--- src/rtl/tetris_renderer.sv ---
// tetris_renderer
// Three-stage pixel pipeline that draws a Tetris board, a BCD score and a
// background image, plus a small FSM that flashes cleared rows for a fixed
// number of frames.
//
// state   | meaning
// --------+-----------------------------------------------------------
// S_IDLE  | no flash; waiting for clear_start
// S_FLASH | latched rows blink; r_fc counts frames (one per frame_tick)
//
// Ports
//   clk, reset            : system clock, synchronous active-high reset
//   pixel_x/y, visible,
//   p_tick, hsync/vsync_in: raster inputs from the sync generator
//   cell_x/y, cell_kind   : combinational board query / answer
//   score                 : BCD score, most significant digit in top nibble
//   game_over             : dims the board while high
//   clear_start/rows      : request a row flash with a row mask
//   busy, clear_done      : flash in progress / one-cycle end pulse
//   tile_addr/data        : tile+digit ROM, 1-cycle read latency
//   bg_addr/data          : background ROM, 1-cycle read latency
//   vga_*                 : display outputs, 3 clks after the pixel inputs
module tetris_renderer #(
    parameter int          COLS         = 10,
    parameter int          ROWS         = 20,
    parameter int          CELL_PX      = 20,
    parameter int          SCALE_SHIFT  = 1,
    parameter int          BOARD_X0     = 220,
    parameter int          BOARD_Y0     = 40,
    parameter int          KINDS        = 7,
    parameter int          DIGITS       = 4,
    parameter int          DIGIT_X0     = 128,
    parameter int          DIGIT_Y0     = 450,
    parameter int          DIGIT_PITCH  = 14,
    parameter int          NUM_W        = 5,
    parameter int          NUM_H        = 9,
    parameter int          BG_W         = 320,
    parameter int          ROM_AW       = 17,
    parameter int          FLASH_FRAMES = 24,
    parameter int          FLASH_HALF   = 4,
    parameter logic [11:0] FLASH_COLOR  = 12'hFF0,
    parameter logic [11:0] KEY_COLOR    = 12'hFFF
) (
    input  logic                      clk,
    input  logic                      reset,
    input  logic [9:0]                pixel_x,
    input  logic [9:0]                pixel_y,
    input  logic                      visible,
    input  logic                      p_tick,
    input  logic                      hsync_in,
    input  logic                      vsync_in,
    output logic [$clog2(COLS)-1:0]   cell_x,
    output logic [$clog2(ROWS)-1:0]   cell_y,
    input  logic [3:0]                cell_kind,
    input  logic [4*DIGITS-1:0]       score,
    input  logic                      game_over,
    input  logic                      clear_start,
    input  logic [ROWS-1:0]           clear_rows,
    output logic                      busy,
    output logic                      clear_done,
    output logic [ROM_AW-1:0]         tile_addr,
    input  logic [11:0]               tile_data,
    output logic [16:0]               bg_addr,
    input  logic [11:0]               bg_data,
    output logic                      vga_hsync,
    output logic                      vga_vsync,
    output logic [11:0]               vga_rgb
);

    localparam int TILE       = CELL_PX >> SCALE_SHIFT;
    localparam int KIND_AREA  = TILE * TILE;
    localparam int DIGIT_BASE = KINDS * KIND_AREA;
    localparam int DIGIT_AREA = NUM_W * NUM_H;
    localparam int KEY_ADDR   = DIGIT_BASE + 10 * DIGIT_AREA;
    localparam int BOARD_W    = COLS * CELL_PX;
    localparam int BOARD_H    = ROWS * CELL_PX;
    localparam int DBOX_W     = NUM_W << SCALE_SHIFT;
    localparam int DBOX_H     = NUM_H << SCALE_SHIFT;
    localparam int CXW        = $clog2(COLS);
    localparam int CYW        = $clog2(ROWS);
    localparam int FCW        = $clog2(FLASH_FRAMES);

    typedef enum logic {S_IDLE, S_FLASH} state_t;

    state_t           r_state;
    logic [FCW-1:0]   r_fc;
    logic [ROWS-1:0]  r_mask;
    logic             r_busy;
    logic             r_clear_done;

    logic [ROM_AW-1:0] r_tile_addr;
    logic [16:0]       r_bg_addr;
    logic r_vis1, r_pt1, r_hs1, r_vs1, r_inb1, r_fh1;
    logic r_vis2, r_pt2, r_hs2, r_vs2, r_inb2, r_fh2;
    logic [11:0] r_rgb;
    logic        r_hsync, r_vsync;

    int          w_dx, w_dy, w_cx, w_cy, w_tcol, w_trow;
    int          w_dox, w_doy, w_dig_addr, w_tile, w_bg;
    logic        w_in_board, w_lead_zero, w_show, w_dig_hit;
    logic [3:0]  w_nib;
    logic        w_frame_tick, w_phase_on, w_flash_hit;
    logic [11:0] w_pix;

    // Board geometry, digit lookup and next ROM addresses
    always_comb begin
        w_dx       = int'(pixel_x) - BOARD_X0;
        w_dy       = int'(pixel_y) - BOARD_Y0;
        w_in_board = (w_dx >= 0) && (w_dx < BOARD_W) && (w_dy >= 0) && (w_dy < BOARD_H);
        w_cx       = w_in_board ? w_dx / CELL_PX : 0;
        w_cy       = w_in_board ? w_dy / CELL_PX : 0;
        w_tcol     = (w_dx % CELL_PX) >> SCALE_SHIFT;
        w_trow     = (w_dy % CELL_PX) >> SCALE_SHIFT;

        // Leading zeros are blanked, scanning from the most significant digit;
        // the last digit always shows so a zero score reads "0".
        w_lead_zero = 1'b1;
        w_show      = 1'b0;
        w_dig_hit   = 1'b0;
        w_dig_addr  = KEY_ADDR;
        w_nib       = 4'd0;
        w_dox       = 0;
        w_doy       = 0;
        for (int i = 0; i < DIGITS; i++) begin
            w_nib       = score[4*(DIGITS-1-i) +: 4];
            w_lead_zero = w_lead_zero && (w_nib == 4'd0);
            w_show      = (w_nib <= 4'd9) && !((i < DIGITS-1) && w_lead_zero);
            w_dox       = int'(pixel_x) - (DIGIT_X0 + i * DIGIT_PITCH);
            w_doy       = int'(pixel_y) - DIGIT_Y0;
            if (!w_dig_hit && w_dox >= 0 && w_dox < DBOX_W && w_doy >= 0 && w_doy < DBOX_H) begin
                w_dig_hit = 1'b1;
                if (w_show)
                    w_dig_addr = DIGIT_BASE + int'(w_nib) * DIGIT_AREA
                                 + (w_doy >> SCALE_SHIFT) * NUM_W + (w_dox >> SCALE_SHIFT);
            end
        end

        if (w_in_board) begin
            if (cell_kind != 4'd0 && int'(cell_kind) <= KINDS)
                w_tile = (int'(cell_kind) - 1) * KIND_AREA + w_trow * TILE + w_tcol;
            else
                w_tile = KEY_ADDR;
        end else begin
            w_tile = w_dig_addr;
        end

        w_bg = (int'(pixel_y) >> SCALE_SHIFT) * BG_W + (int'(pixel_x) >> SCALE_SHIFT);

        w_frame_tick = p_tick && (pixel_x == 10'd0) && (pixel_y == 10'd0);
        w_phase_on   = ((int'(r_fc) / FLASH_HALF) % 2) == 0;
        w_flash_hit  = (r_state == S_FLASH) && w_phase_on && w_in_board && r_mask[cell_y];
    end

    assign cell_x = CXW'(w_cx);
    assign cell_y = CYW'(w_cy);

    // Stage 3 colour: flash overrides tiles, key-coloured tiles show background
    always_comb begin
        if (!r_vis2)
            w_pix = 12'h000;
        else if (r_fh2)
            w_pix = FLASH_COLOR;
        else if (tile_data != KEY_COLOR)
            w_pix = tile_data;
        else
            w_pix = bg_data;
        if (game_over && r_inb2)
            w_pix = (w_pix >> 1) & 12'h777;
    end

    always_ff @(posedge clk) begin
        if (reset) begin
            r_tile_addr <= ROM_AW'(KEY_ADDR);
            r_bg_addr   <= '0;
            {r_vis1, r_pt1, r_hs1, r_vs1, r_inb1, r_fh1} <= '0;
            {r_vis2, r_pt2, r_hs2, r_vs2, r_inb2, r_fh2} <= '0;
            r_rgb       <= '0;
            r_hsync     <= 1'b0;
            r_vsync     <= 1'b0;
        end else begin
            r_tile_addr <= ROM_AW'(w_tile);
            r_bg_addr   <= 17'(w_bg);
            {r_vis1, r_pt1, r_hs1, r_vs1, r_inb1, r_fh1} <=
                {visible, p_tick, hsync_in, vsync_in, w_in_board, w_flash_hit};
            {r_vis2, r_pt2, r_hs2, r_vs2, r_inb2, r_fh2} <=
                {r_vis1, r_pt1, r_hs1, r_vs1, r_inb1, r_fh1};
            if (r_pt2)
                r_rgb <= w_pix;
            r_hsync <= r_hs2;
            r_vsync <= r_vs2;
        end
    end

    // Flash FSM; the frame_tick that coincides with clear_start is not counted
    always_ff @(posedge clk) begin
        if (reset) begin
            r_state      <= S_IDLE;
            r_fc         <= '0;
            r_mask       <= '0;
            r_busy       <= 1'b0;
            r_clear_done <= 1'b0;
        end else begin
            r_clear_done <= 1'b0;
            case (r_state)
                S_IDLE: begin
                    if (clear_start) begin
                        r_mask  <= clear_rows;
                        r_fc    <= '0;
                        r_busy  <= 1'b1;
                        r_state <= S_FLASH;
                    end
                end
                S_FLASH: begin
                    if (w_frame_tick) begin
                        if (r_fc == FCW'(FLASH_FRAMES - 1)) begin
                            r_state      <= S_IDLE;
                            r_busy       <= 1'b0;
                            r_clear_done <= 1'b1;
                        end else begin
                            r_fc <= r_fc + FCW'(1);
                        end
                    end
                end
                default: r_state <= S_IDLE;
            endcase
        end
    end

    assign busy       = r_busy;
    assign clear_done = r_clear_done;
    assign tile_addr  = r_tile_addr;
    assign bg_addr    = r_bg_addr;
    assign vga_rgb    = r_rgb;
    assign vga_hsync  = r_hsync;
    assign vga_vsync  = r_vsync;

endmodule

--- config.mk ---
export PLATFORM = sky130hd
export DESIGN_NAME = tetris_renderer
export DESIGN_NICKNAME = d
export VERILOG_FILES = /design/src/rtl/tetris_renderer.sv
export SDC_FILE = /design/constraint.sdc
export NUM_CORES = 1
export LEC_CHECK = 0
export CORE_MARGIN = 5
export CORE_UTILIZATION = 35
export DETAILED_ROUTE_END_ITERATION = 8
export GPL_TIMING_DRIVEN = 1
export PLACE_DENSITY = 0.59
export SLEW_MARGIN = 20
export SYNTH_ARGS = -nofsm -noshare
export SYNTH_HDL_FRONTEND = slang
export SYNTH_SLANG_ARGS = --single-unit
export TNS_END_PERCENT = 100
--- constraint.sdc ---
create_clock -name clk -period 9.8 [get_ports clk]
set_input_delay 1.96 -clock clk [delete_from_list [all_inputs] [get_ports clk]]
set_output_delay 1.96 -clock clk [all_outputs]
set_load 0.02 [all_outputs]
### Word-level counts from Yosys, hierarchy flattened

Cells that the tools add are included.

* $add $sub $neg: 24
* $mul: 8
* div/mod/pow operators: 4
* order comparisons: 20
* eq/ne operators: 6
* multiplexer cells: 34
* bitwise logic cells: 2
* reduce and logical (&&, ||, !) cells: 47

Operators by type and width (count)
* 17-bit two-way mux: 10
* 11-bit by 1-bit greater-or-equal comparator with 1-bit output (second input constant): 7
* 12-bit by 17-bit adder with 17-bit output: 4
* 17-bit by 10-bit adder with 17-bit output: 4
* 32-bit by 6-bit divider with 32-bit output (second input constant): 2
* 32-bit by 6-bit remainder unit with 32-bit output (second input constant): 2
* 10-bit by 8-bit subtractor with 11-bit output (second input constant): 5
* 12-bit two-way mux: 4
* 10-bit by 10-bit adder with 11-bit output (first input constant): 4
* 11-bit by 5-bit less-than comparator with 1-bit output (second input constant): 4
* 4-bit by 6-bit multiplier with 10-bit output (second input constant): 4
* 32-bit logical NOT: 1
* 31-bit by 3-bit multiplier with 16-bit output (second input constant): 1
* 31-bit by 3-bit multiplier with 17-bit output (second input constant): 1
* 1-bit logical AND: 30
* 10-bit logical NOT: 2
* 5-bit two-way mux: 4
* 13-bit by 17-bit adder with 17-bit output: 1
* 17-bit adder: 1
* 17-bit by 9-bit adder with 17-bit output: 1
* 4-bit <= comparator (second input constant): 4
* 4-bit logical NOT: 3
* 12-bit inequality test (second input constant): 1
* 11-bit by 10-bit less-than comparator with 1-bit output (second input constant): 1
* 24 further kinds: 44

* register bits after elaboration: 88
* bits of input ports: 92
* word-level logic and storage cells: 167

### Depth between registers and ports, before layout

* depth after elaboration: 25
* depth in mapped cells: 43
* gate-level depth less buffers: 39

### Least setup slack after synthesis

OpenSTA, ideal clock, no wires.

* path kind: input -> register
* start point: input pixel_x[3]
* end point: register r_tile_addr[16] (netlist: tile_addr[16])
* library setup time: 114 ps
* arrival time: 9846 ps
* data required time: 9686 ps
* setup slack: -160 ps
* cell stages on the path: 39
* buffers on the path: 2
* cell sequence: buf_2 inv_1 ha_1 or3b_4 o311a_1 a211oi_4 xnor2_2 or4_4 nand3_2 nand2_1 o21ai_0 a211oi_2 ha_1 or4_1 a21oi_1 a2111oi_4 o21ai_2 buf_6 [... 3 more ...] mux2i_1 fa_1 inv_1 ha_1 nor2b_1 o21ai_0 a21oi_1 o21ai_0 a21boi_0 o21ai_0 a21boi_0 o21ai_0 a211o_1 o21ai_0 xor2_1 nor3_1 nand2b_1 a21o_1

* longest elaborated chain between the ends: 25

Ends and longest elaborated chain
* from (decl): RTL line 46 `input logic [9:0] pixel_x,`
* parallel branches: the longest is 24 deep, another holds 32-bit by 6-bit remainder unit with 32-bit output
* 17-bit two-way mux (*): RTL line 138 `if (w_in_board) begin`
* to (signal assigned): RTL line 173 `r_tile_addr <= ROM_AW'(KEY_ADDR);`
* to (signal assigned): RTL line 181 `r_tile_addr <= ROM_AW'(w_tile);`
* to (decl): RTL line 91 `logic [ROM_AW-1:0] r_tile_addr;`

Every way passes the cells marked *.
A chain may end at the register's enable or synchronous reset.

### Worst setup path after layout

* start point: input pixel_y[9]
* end point: register r_tile_addr[16] (netlist: tile_addr[16])

* longest elaborated chain between the ends: 24

Ends and longest elaborated chain
* from (decl): RTL line 47 `input logic [9:0] pixel_y,`
* parallel branches: the longest is 23 deep, another holds 32-bit by 6-bit remainder unit with 32-bit output
* 17-bit two-way mux (*): RTL line 138

Marked as above.

==> impl_metrics.yaml <==
status:
  status: "finished, final reports clean"
flow_run:
  cap_violations: 0
route:
  drt_pass1_iterations: 8
  drc: 0
  routedWlPerCell_um: 17.7
  drt_iter0_drc: 850
  vias_per_cell: 5.22
  drt-total-wl_mm: 54.8
  postRouteAntennaNets: 0
  vias: 16200
power_and_ir_drop:
  power_w: 0.00442
  p_leak_nw: 9.90
  peakVddDrop_mv: 0.265
  powerDensity_nw_per_um2: 207
global_route:
  grt_max_degree: 68
  grt_pass1_vias: 16000
  antenna_found_initial: 0
  grt.overflow.total: 0
  grt_first_pass_wirelength_mm: 86.0
  grtUsageTotal_pct: 20.0
die:
  die_w_um: 229
  ios: 151
  die_h_um: 229
  start_util_pct: 35.2
  die-area_um2: 52300
  num_rows: 80
  core-area_um2: 47500
clock_network:
  htreeDepth: 3
  clock_tree.root_cell: "clkbuf_16"
  cts_buffers: 9
  clk_pin_slew_ps: 80
  clkSinkCount: 88
  cts_tree: "done"
  ctsHoldBuffers: 0
  clock_tree.buffer_depth: 2
  clk-insertion-delay-late_ps: 360
critical_path:
  cp.required_ps: 10080
  r2r-start: "r_state"
  max_stage_delay_ps: 590
  r2r_end: "r_fc[3]"
  cpMaxStageDelayCell: "or4_4"
  crit_type: "input port to flop"
  worst_r2r_path_depth: 7
  r2r_slack_ps: 7940
  cp.arrival_ps: 9750
  worstPathMaxFanout: 5
  worst_setup_path_end_kind: "flop"
  crit_path_start_kind: "input port"
finish:
  final_util_pct: 44.9
  drive_gt1_share_pct: 16.0
  multi_input_area_um2: 14000
  area_growth_pct: 27.5
  num-fill-cells: 4768
  nets: 2934
  seq_area_um2: 1760
synth:
  synth-edff-count: 0
  synth_seq_cells: 88
  syn-instance-count: 2115
  synth_ff_type: "dfxtp_1"
  syn_area_um2: 16800
  ys_seq_area_share_pct: 10.5
  synth_fp_nets: 2573
  synth_cell_types: 97
  ys_async_sr_fraction_pct: 0
  yosysWarnings: 0
  avgSynthCellArea_um2: 7.92
timing:
  max_freq_ghz: 0.106
  setup_violations: 0
  post-route-min-period_ps: 9470
  finalHoldViolCount: 0
  hold_ws_ps: 433
  tightestPinTransition_ps: 1060
  period_share_pct: 96.7
  worst_clock_skew_ps: 6.17
  drv_slew: 0
  maxSlewHeadroom_pct: 29.1
place:
  hpwl_mm: 46.4
  portBuffers: 150
  gp_congestion: 0.923
worst_hold_path:
  hold_path_end: "vga_hsync"
  min_path_type: "flop to flop"
  whs_path_depth: 1
  min-delay-start: "r_hs2"
what timing repair did:
| action | in CTS | in global routing |
|---|---|---|
| gates resized for setup | 5 | 70 |
| endpoints found under the setup margin | 3 | 6 |
| gates cloned | 0 | 0 |
| buffers inserted | 0 | 15 |
| pin swaps | 0 | 29 |
| endpoints found under the hold margin | 0 | 0 |
per-layer routing:
| metal | part of all wire, % | routed length, um | track usage (%) |
|---|---|---|---|
| met5 | 0 | 0 | 0 |
| met4 | 1.8 | 1010 | 4.47 |
| met3 | 4.5 | 2460 | 2.01 |
| met2 | 49 | 26800 | 35.3 |
| met1 | 45 | 24600 | 26.6 |
area by class of cell:
cell class / instances / area share, %
Antenna cell: 1 / 0.0117
Clock buffer: 9 / 1.05
Tap cell: 615 / 3.60
Multi-Input combinational cell: 1701 / 65.6
Sequential cell: 88 / 8.25
Inverter: 255 / 4.50
Timing Repair Buffer: 421 / 16.6
Clock inverter: 7 / 0.328
cells in the mapped netlist, drive strengths merged, types with 10 or more instances:
cell | count | share of area [%]
o21bai | 17 | 0.76
and2 | 13 | 0.49
mux2i | 23 | 1.4
nand2b | 18 | 0.67
nor3 | 46 | 1.4
xor2 | 69 | 3.7
or2 | 10 | 0.37
a31oi | 18 | 0.71
dfxtp | 88 | 11
o22ai | 22 | 0.86
nor2 | 149 | 3.5
nand2 | 147 | 3.3
o21ai | 119 | 3.6
inv | 253 | 5.7
and3 | 10 | 0.38
fa | 90 | 11
xnor2 | 133 | 7.2
nor2b | 41 | 1.5
o211ai | 17 | 0.76
o21a | 23 | 1.0
a221oi | 12 | 0.63
nand4 | 11 | 0.41
a21o | 37 | 1.7
buf | 29 | 1.1
ha | 276 | 21
a21boi | 19 | 0.87
a21oi | 178 | 5.4
nor4 | 12 | 0.52
clkbuf | 42 | 0.96
nand3 | 43 | 1.3
a211oi | 20 | 1.0
worst max-delay path by stage:
| stage | endpoint | slack, ps | depth (start not counted) | start |
|---|---|---|---|---|
| finish | tile_addr[16] | 330 | 38 | pixel_y[9] |
| global route | tile_addr[16] | -100 | 38 | pixel_y[9] |
| CTS | tile_addr[16] | 30 | 41 | pixel_y[3] |
| detailed placement | tile_addr[16] | -670 | 40 | pixel_x[2] |
| global placement | tile_addr[16] | -500 | 40 | pixel_x[2] |
| floorplan | tile_addr[16] | 0.2 | 40 | pixel_x[3] |
state kept, by name (all words and copies together), names as in the netlist, 5 cells and up:
register	count
bg_addr	17
r_fc	5
r_mask	20
tile_addr	17
vga_rgb	12
kinds of logic (layout without fill, tap and decap cells):
logic type      after synthesis  in the layout  synth area share [%]
xor+xnor                    202            202                  10.9
other cells                   0              1                     0
buf+inv                     326            692                  7.73
fa+ha+maj                   366            366                  31.4
mux                          31             31                  1.91
simple gates                535            535                  15.6
compound gates              567            567                  22.0
flops                        88             88                  10.5
power breakdown:
part           switching, W  total [W]  internal, W
Combinational       0.00198    0.00368      0.00170
Clock              0.000174   0.000353     0.000179
Sequential       0.00000886   0.000387     0.000378
layout by cell type (no fill, tap or decap), drive strengths merged, types with 9 or more instances in the layout:
cell type and instances:
a31oi 18, o211ai 17, clkbuf 12, nand2 147
nor2b 41, and2 13, a21o 37, dfxtp 88
or2 10, ha 276, nand2b 18, o21a 23
nand4 11, a211oi 20, o21bai 17, o21ai 119
nor3 46, nor4 12, o22ai 22, a221oi 12
or3 9, xor2 69, mux2i 23, buf 272
a21boi 19, xnor2 133, a21oi 178, nor2 149
nand3 43, and3 10, inv 257, clkdlybuf4s50 144
fa 90
critical path, delay by kind of cell:
kind            cells  cell delay, ps
fa+ha+maj           4            1280
compound gates     20            3460
xor+xnor            4             770
buf+inv             5            1030
simple gates        5            1250
metrics by stage:
step                TNS [ps]  cells  worst slack, ps  area, um2
CTS                        0   3081             26.0      21000
finish                     0   3097              327      21400
global placement       -1430   3065             -501      20700
global route            -100   3096             -100      21400
detailed placement     -2310   3065             -672      20700
floorplan                  0   2115            0.236      16800
(Power assumes the default switching activity.)
